[src/rtl/load_store_unit.sv]
// load_store_unit: single-outstanding load/store unit in front of a
// word-wide data memory with a combinational read port.
// Sub-word stores are done as read-modify-write. Define LSU_MISALIGN_TRAP_EN
// to fault misaligned halfword/word accesses; otherwise misaligned offset
// bits are ignored.
module load_store_unit #(
  parameter int DEPTH_WORDS = 64
) (
  input  logic        clk_i,
  input  logic        rst_ni,
  input  logic        req_valid_i,
  output logic        req_ready_o,
  input  logic        req_we_i,
  input  logic [1:0]  req_size_i,
  input  logic        req_unsigned_i,
  input  logic [31:0] req_addr_i,
  input  logic [31:0] req_wdata_i,
  output logic        rsp_valid_o,
  input  logic        rsp_ready_i,
  output logic [31:0] rsp_rdata_o,
  output logic        rsp_err_o,
  output logic [31:0] mem_a_o,
  output logic        mem_we_o,
  output logic [31:0] mem_wd_o,
  input  logic [31:0] mem_rd_i
);

  typedef enum logic [1:0] {IDLE, READ, WRITE, RESP} state_e;

  localparam logic [1:0] SZ_BYTE = 2'b00;
  localparam logic [1:0] SZ_HALF = 2'b01;
  localparam logic [1:0] SZ_WORD = 2'b10;
  localparam logic [1:0] SZ_ILL  = 2'b11;

  state_e      state_q, state_d;
  logic        we_q, we_d;
  logic [1:0]  size_q, size_d;
  logic        uns_q, uns_d;
  logic [31:0] addr_q, addr_d;
  logic [31:0] wdata_q, wdata_d;
  logic [31:0] word_q, word_d;   // memory word captured in READ
  logic [31:0] rdata_q, rdata_d; // extended load result held for RESP
  logic        err_q, err_d;

  logic        misalign;
  logic        req_err;

  // Pick the addressed lane out of a memory word and extend it.
  function automatic logic [31:0] load_extend(input logic [31:0] w,
                                              input logic [1:0]  sz,
                                              input logic        uns,
                                              input logic [1:0]  off);
    logic [7:0]  b;
    logic [15:0] h;
    b = 8'(w >> {off, 3'b000});
    h = off[1] ? w[31:16] : w[15:0];
    case (sz)
      SZ_BYTE: load_extend = {{24{b[7] & ~uns}}, b};
      SZ_HALF: load_extend = {{16{h[15] & ~uns}}, h};
      default: load_extend = w;
    endcase
  endfunction

  // Replace only the addressed byte/halfword lane of the old word.
  function automatic logic [31:0] store_merge(input logic [31:0] w,
                                              input logic [31:0] d,
                                              input logic [1:0]  sz,
                                              input logic [1:0]  off);
    logic [31:0] r;
    r = w;
    if (sz == SZ_BYTE) begin
      case (off)
        2'd0: r[7:0]   = d[7:0];
        2'd1: r[15:8]  = d[7:0];
        2'd2: r[23:16] = d[7:0];
        default: r[31:24] = d[7:0];
      endcase
    end else if (off[1]) begin
      r[31:16] = d[15:0];
    end else begin
      r[15:0] = d[15:0];
    end
    store_merge = r;
  endfunction

  // Fault detection on the incoming request (evaluated at acceptance).
  always_comb begin
    misalign = 1'b0;
`ifdef LSU_MISALIGN_TRAP_EN
    misalign = ((req_size_i == SZ_HALF) && req_addr_i[0]) ||
               ((req_size_i == SZ_WORD) && (req_addr_i[1:0] != 2'b00));
`endif
    req_err = (req_size_i == SZ_ILL) ||
              ({2'b00, req_addr_i[31:2]} >= 32'(DEPTH_WORDS)) ||
              misalign;
  end

  // Next-state, datapath capture and outputs.
  always_comb begin
    state_d     = state_q;
    we_d        = we_q;
    size_d      = size_q;
    uns_d       = uns_q;
    addr_d      = addr_q;
    wdata_d     = wdata_q;
    word_d      = word_q;
    rdata_d     = rdata_q;
    err_d       = err_q;
    req_ready_o = 1'b0;
    rsp_valid_o = 1'b0;
    rsp_rdata_o = 32'h0;
    rsp_err_o   = 1'b0;
    mem_a_o     = 32'h0;
    mem_we_o    = 1'b0;
    mem_wd_o    = 32'h0;
    case (state_q)
      IDLE: begin
        req_ready_o = 1'b1;
        if (req_valid_i) begin
          we_d    = req_we_i;
          size_d  = req_size_i;
          uns_d   = req_unsigned_i;
          addr_d  = req_addr_i;
          wdata_d = req_wdata_i;
          word_d  = 32'h0;
          rdata_d = 32'h0;
          err_d   = req_err;
          if (req_err)                             state_d = RESP;
          else if (req_we_i && req_size_i == SZ_WORD) state_d = WRITE;
          else                                     state_d = READ;
        end
      end
      READ: begin
        mem_a_o = {addr_q[31:2], 2'b00};
        word_d  = mem_rd_i;
        if (we_q) begin
          state_d = WRITE;
        end else begin
          rdata_d = load_extend(mem_rd_i, size_q, uns_q, addr_q[1:0]);
          state_d = RESP;
        end
      end
      WRITE: begin
        mem_a_o  = {addr_q[31:2], 2'b00};
        mem_we_o = 1'b1;
        mem_wd_o = (size_q == SZ_WORD) ? wdata_q
                                       : store_merge(word_q, wdata_q, size_q, addr_q[1:0]);
        state_d  = RESP;
      end
      default: begin
        rsp_valid_o = 1'b1;
        rsp_rdata_o = rdata_q;
        rsp_err_o   = err_q;
        if (rsp_ready_i) state_d = IDLE;
      end
    endcase
  end

  // State and request registers; reset abandons any request in flight.
  always_ff @(posedge clk_i or negedge rst_ni) begin
    if (!rst_ni) begin
      state_q <= IDLE;
      we_q    <= 1'b0;
      size_q  <= 2'b00;
      uns_q   <= 1'b0;
      addr_q  <= 32'h0;
      wdata_q <= 32'h0;
      word_q  <= 32'h0;
      rdata_q <= 32'h0;
      err_q   <= 1'b0;
    end else begin
      state_q <= state_d;
      we_q    <= we_d;
      size_q  <= size_d;
      uns_q   <= uns_d;
      addr_q  <= addr_d;
      wdata_q <= wdata_d;
      word_q  <= word_d;
      rdata_q <= rdata_d;
      err_q   <= err_d;
    end
  end

endmodule

[config.mk]
export PLATFORM = sky130hd
export DESIGN_NAME = load_store_unit
export DESIGN_NICKNAME = d
export VERILOG_FILES = /design/src/rtl/load_store_unit.sv
export SDC_FILE = /design/constraint.sdc
export NUM_CORES = 1
export LEC_CHECK = 0
export BUFFER_PORTS_ARGS = -buffer_cell sky130_fd_sc_hd__buf_2
export CORE_MARGIN = 2
export CORE_UTILIZATION = 39
export DETAILED_ROUTE_END_ITERATION = 10
export HOLD_SLACK_MARGIN = 0.15
export PLACE_DENSITY_LB_ADDON = 0.08
export RECOVER_POWER = 50
export SYNTH_ARGS = -nofsm -noshare
export SYNTH_HDL_FRONTEND = slang
export SYNTH_SLANG_ARGS = --single-unit
[constraint.sdc]
create_clock -name clk_i -period 3.82 [get_ports clk_i]
set_input_delay 0.573 -clock clk_i [delete_from_list [all_inputs] [get_ports clk_i]]
set_output_delay 0.573 -clock clk_i [all_outputs]
set_load 0.01 [all_outputs]
==> load_flow_metrics.sql <==
INSERT INTO impl_metrics (metric_group, metric, value, unit) VALUES
('detailed_routing', 'detailroute.via_count', '6003', ''),
('setup_path', 'worstSetupStartpoint', 'size_q[0]', ''),
('cts', 'clock_insertion_delay_worst_skew', '0.42', 'ns'),
('placement', 'gp_routability_congestion', '0.8684', ''),
('detailed_routing', 'vias_per_cell', '5.413', ''),
('grt', 'grt_pass1_vias', '6170', ''),
('setup_path', 'cp_max_fo', '22', ''),
('setup_path', 'r2r_setup_slack', '0.56', 'ns'),
('power', 'powerDensity', '904.4', 'nW/um^2'),
('status', 'violations_in_the_final_reports', 'max-capacitance violations, max-slew violations', ''),
('synthesis', 'post_synth_inst_count', '686', ''),
('final_layout', 'ff_latch_area', '3378', 'sq um'),
('synthesis', 'ys_seq_elements', '135', ''),
('sta', 'post-route-period-util', '93.62', '%'),
('setup_path', 'critical_path_endpoint_category', 'primary output', ''),
('status', 'run_status', 'finished with violations', ''),
('final_layout', 'finish.utilization', '49.33', '%'),
('power', 'peakVddDrop', '0.3975', 'mV'),
('setup_path', 'critPathLaunchType', 'flop', ''),
('placement', 'dpl.hpwl', '16.07', 'mm'),
('final_layout', 'layout-area-overhead-vs-synth', '24.72', '%'),
('sta', 'finalMaxSlewViolations', '107', ''),
('setup_path', 'regToRegEndpoint', 'rdata_q[18]', ''),
('sta', 'maxClockFrequency', '279.6', 'MHz'),
('synthesis', 'yosysUniqueCellTypes', '49', ''),
('sta', 'final.setup.tns', '0', 'ns'),
('detailed_routing', 'detail_route.first_pass.iterations', '7', ''),
('grt', 'globalRouteTotalUtil', '22.78', '%'),
('cts', 'cts_resized', '0', ''),
('job', 'max_cap_viol_count', '1', ''),
('synthesis', 'syn_avg_cell_area', '10.29', 'sq um'),
('synthesis', 'synth.yosys.seq_area_share', '47.87', '%'),
('cts', 'cts_tree', 'yes', ''),
('grt', 'congestion_overflow_gr', '0', ''),
('synthesis', 'async_flop_share', '100.0', '%'),
('grt', 'grt_max_degree', '107', ''),
('synthesis', 'synthMuxAreaShare', '15.20', '%'),
('floorplan', 'fp.dieW', '138.5', 'um'),
('cts', 'post_cts.repair.setup_buffers', '0', ''),
('floorplan', 'core-area', '17840', 'sq um'),
('cts', 'ctsLongestPathBuffers', '2', ''),
('final_layout', 'finalNetCount', '974', ''),
('hold_path', 'hold_path_startpoint', 'req_wdata_i[29]', ''),
('grt', 'grt_pass1_wl', '34.56', 'mm'),
('detailed_routing', 'drc', '0', ''),
('sta', 'skew', '0.006651', 'ns'),
('floorplan', 'initial_utilization', '39.55', '%'),
('synthesis', 'synth_fa_ha_area_share', '0.7092', '%'),
('detailed_routing', 'wirelength_routed', '21.77', 'mm'),
('sta', 'grt_setup_unrepaired', 'false', ''),
('synthesis', 'main_combinational_cell_family_by_area_after_synthesis', 'compound AO/OA/AOI/OAI gates', ''),
('floorplan', 'rows', '49', ''),
('synthesis', 'yosys_warnings', '0', ''),
('sta', 'finalHoldViolations', '0', ''),
('setup_path', 'worst-r2r-cell-count', '5', ''),
('cts', 'clock-sinks', '135', ''),
('grt', 'grt_antenna_before_repair', '1', ''),
('setup_path', 'r2r-start', 'addr_q[1]', ''),
('detailed_routing', 'first_iter_violations', '421', ''),
('floorplan', 'die_h', '138.5', 'um'),
('final_layout', 'multi_input_area', '3418', 'sq um'),
('synthesis', 'synth.cell_area', '7057', 'sq um'),
('power', 'leakage', '4.201', 'nW'),
('floorplan', 'design.portCount', '204', ''),
('synthesis', 'ys_dominant_reg_cell', 'dfrtp_1', ''),
('synthesis', 'area_fraction_in_compound_gates_after_synthesis', '17.06', '%'),
('setup_path', 'worstPathRequired', '3.25', 'ns'),
('placement', 'dp_worst_setup_slack', '0.8591', 'ns'),
('sta', 'timing.final.setup_violations', '0', ''),
('sta', 'whs', '0.3827', 'ns'),
('cts', 'cts_made_buffers', '17', '');
where the power goes:
group          leakage, nW  internal (W)  switching (W)
combinational         2.21       0.00160        0.00211
clock                0.286       0.00106       0.000628
sequential            1.70       0.00202       0.000539
critical path: stages (launching register included):
cell       delay [ns]
dfrtp_1          0.76
buf_4            0.35
nand2b_1         0.30
nor3_1           0.08
a2111oi_0        0.82
buf_2            0.27
cells in the mapped netlist (2+ instances only):
cell type    n  area share, %
dfrtp_1    135             48
a22o_1       7           0.87
buf_6        3           0.48
inv_1        7           0.37
clkbuf_1    31            1.6
mux2_2      77             12
buf_4        2           0.21
o221ai_1    15            1.9
o21a_1       3           0.32
nor2_1      31            1.6
and3_1       2           0.18
and2_1      64            5.7
mux2i_1     19            2.7
nand2b_1    17            1.5
o21ai_2      2           0.25
a2111oi_0    2           0.25
o21ai_1      2           0.14
o31ai_1      5           0.53
a32oi_1      2           0.25
a221o_1     16            2.3
a32o_1       9            1.3
o22ai_1     11           0.98
nor2b_1      4           0.35
buf_1        9           0.48
o21ai_0     53            3.8
nand2_1     81            4.3
ha_1         4           0.71
buf_2        7           0.50
a21oi_1     33            2.3
nor4_1       6           0.53
o22a_1       6           0.74
nor3_1       4           0.28
kinds of logic (layout without fill, tap and decap cells):
family,Yosys count,count (layout)
adders and majority gates,4,4
and+or+nand+nor,216,216
muxes,97,97
buffers and inverters,60,252
other,1,3
AOI/OAI and AO/OA,173,173
DFF,135,135
worst min path at each step:
stage	endpoint	slack [ns]	cells past startpoint
3_5_place_dp	word_q[22]	0.47	2
5_1_grt	wdata_q[28]	0.38	2
2_1_floorplan	addr_q[0]	0.28	0
4_1_cts	wdata_q[30]	0.33	1
3_3_place_gp	err_q	0.47	2
6_report	wdata_q[29]	0.38	2
layout by cell type (no fill, tap or decap), drive strengths merged, types with 2 or more instances in the layout:
cell / count
and2: 64
dfrtp: 135
o21ai: 57
o22a: 6
o221ai: 15
mux2: 78
clkinvlp: 4
a32oi: 2
o22ai: 11
ha: 4
and3: 2
buf: 206
mux2i: 19
a221o: 16
inv: 8
clkbuf: 27
clkinv: 4
a2111oi: 3
a21oi: 33
o31ai: 5
nor2: 31
o21a: 3
nor3: 5
bufinv: 3
nor4: 6
conb: 2
nand2b: 17
a32o: 9
a22o: 7
nor2b: 4
nand2: 82
routing by layer:
layer	routed length [um]	global-route usage [%]
met1	10400	33.35
met2	9677	34.03
met3	1269	4.468
met4	418	7.519
met5	0	0
stage by stage:
| step | instances | cell area, sq um | power [W] |
|---|---|---|---|
| floorplan | 687 | 7061 | 0.005026 |
| global placement | 1076 | 8225 | 0.006265 |
| detailed placement | 1076 | 8225 | 0.006330 |
| CTS | 1108 | 8833 | 0.008050 |
| global route | 1109 | 8801 | 0.008521 |
| finish | 1109 | 8801 | 0.007959 |
final cells by class:
cell class,instances,area share [%]
Antenna cell,1,0.02843
Clock buffer,21,5.232
Clock inverter,11,1.678
Inverter,8,0.3412
Multi-Input combinational cell,492,38.84
Sequential cell,135,38.38
Tap cell,229,3.256
Timing Repair Buffer,212,12.24
registers in the layout, indices dropped and copies added, names as in the netlist, 2 cells and up:
name and cells:
addr_q 32, rdata_q 32, wdata_q 32, word_q 32
size_q 2, state_q 2
(Power assumes the default switching activity.)
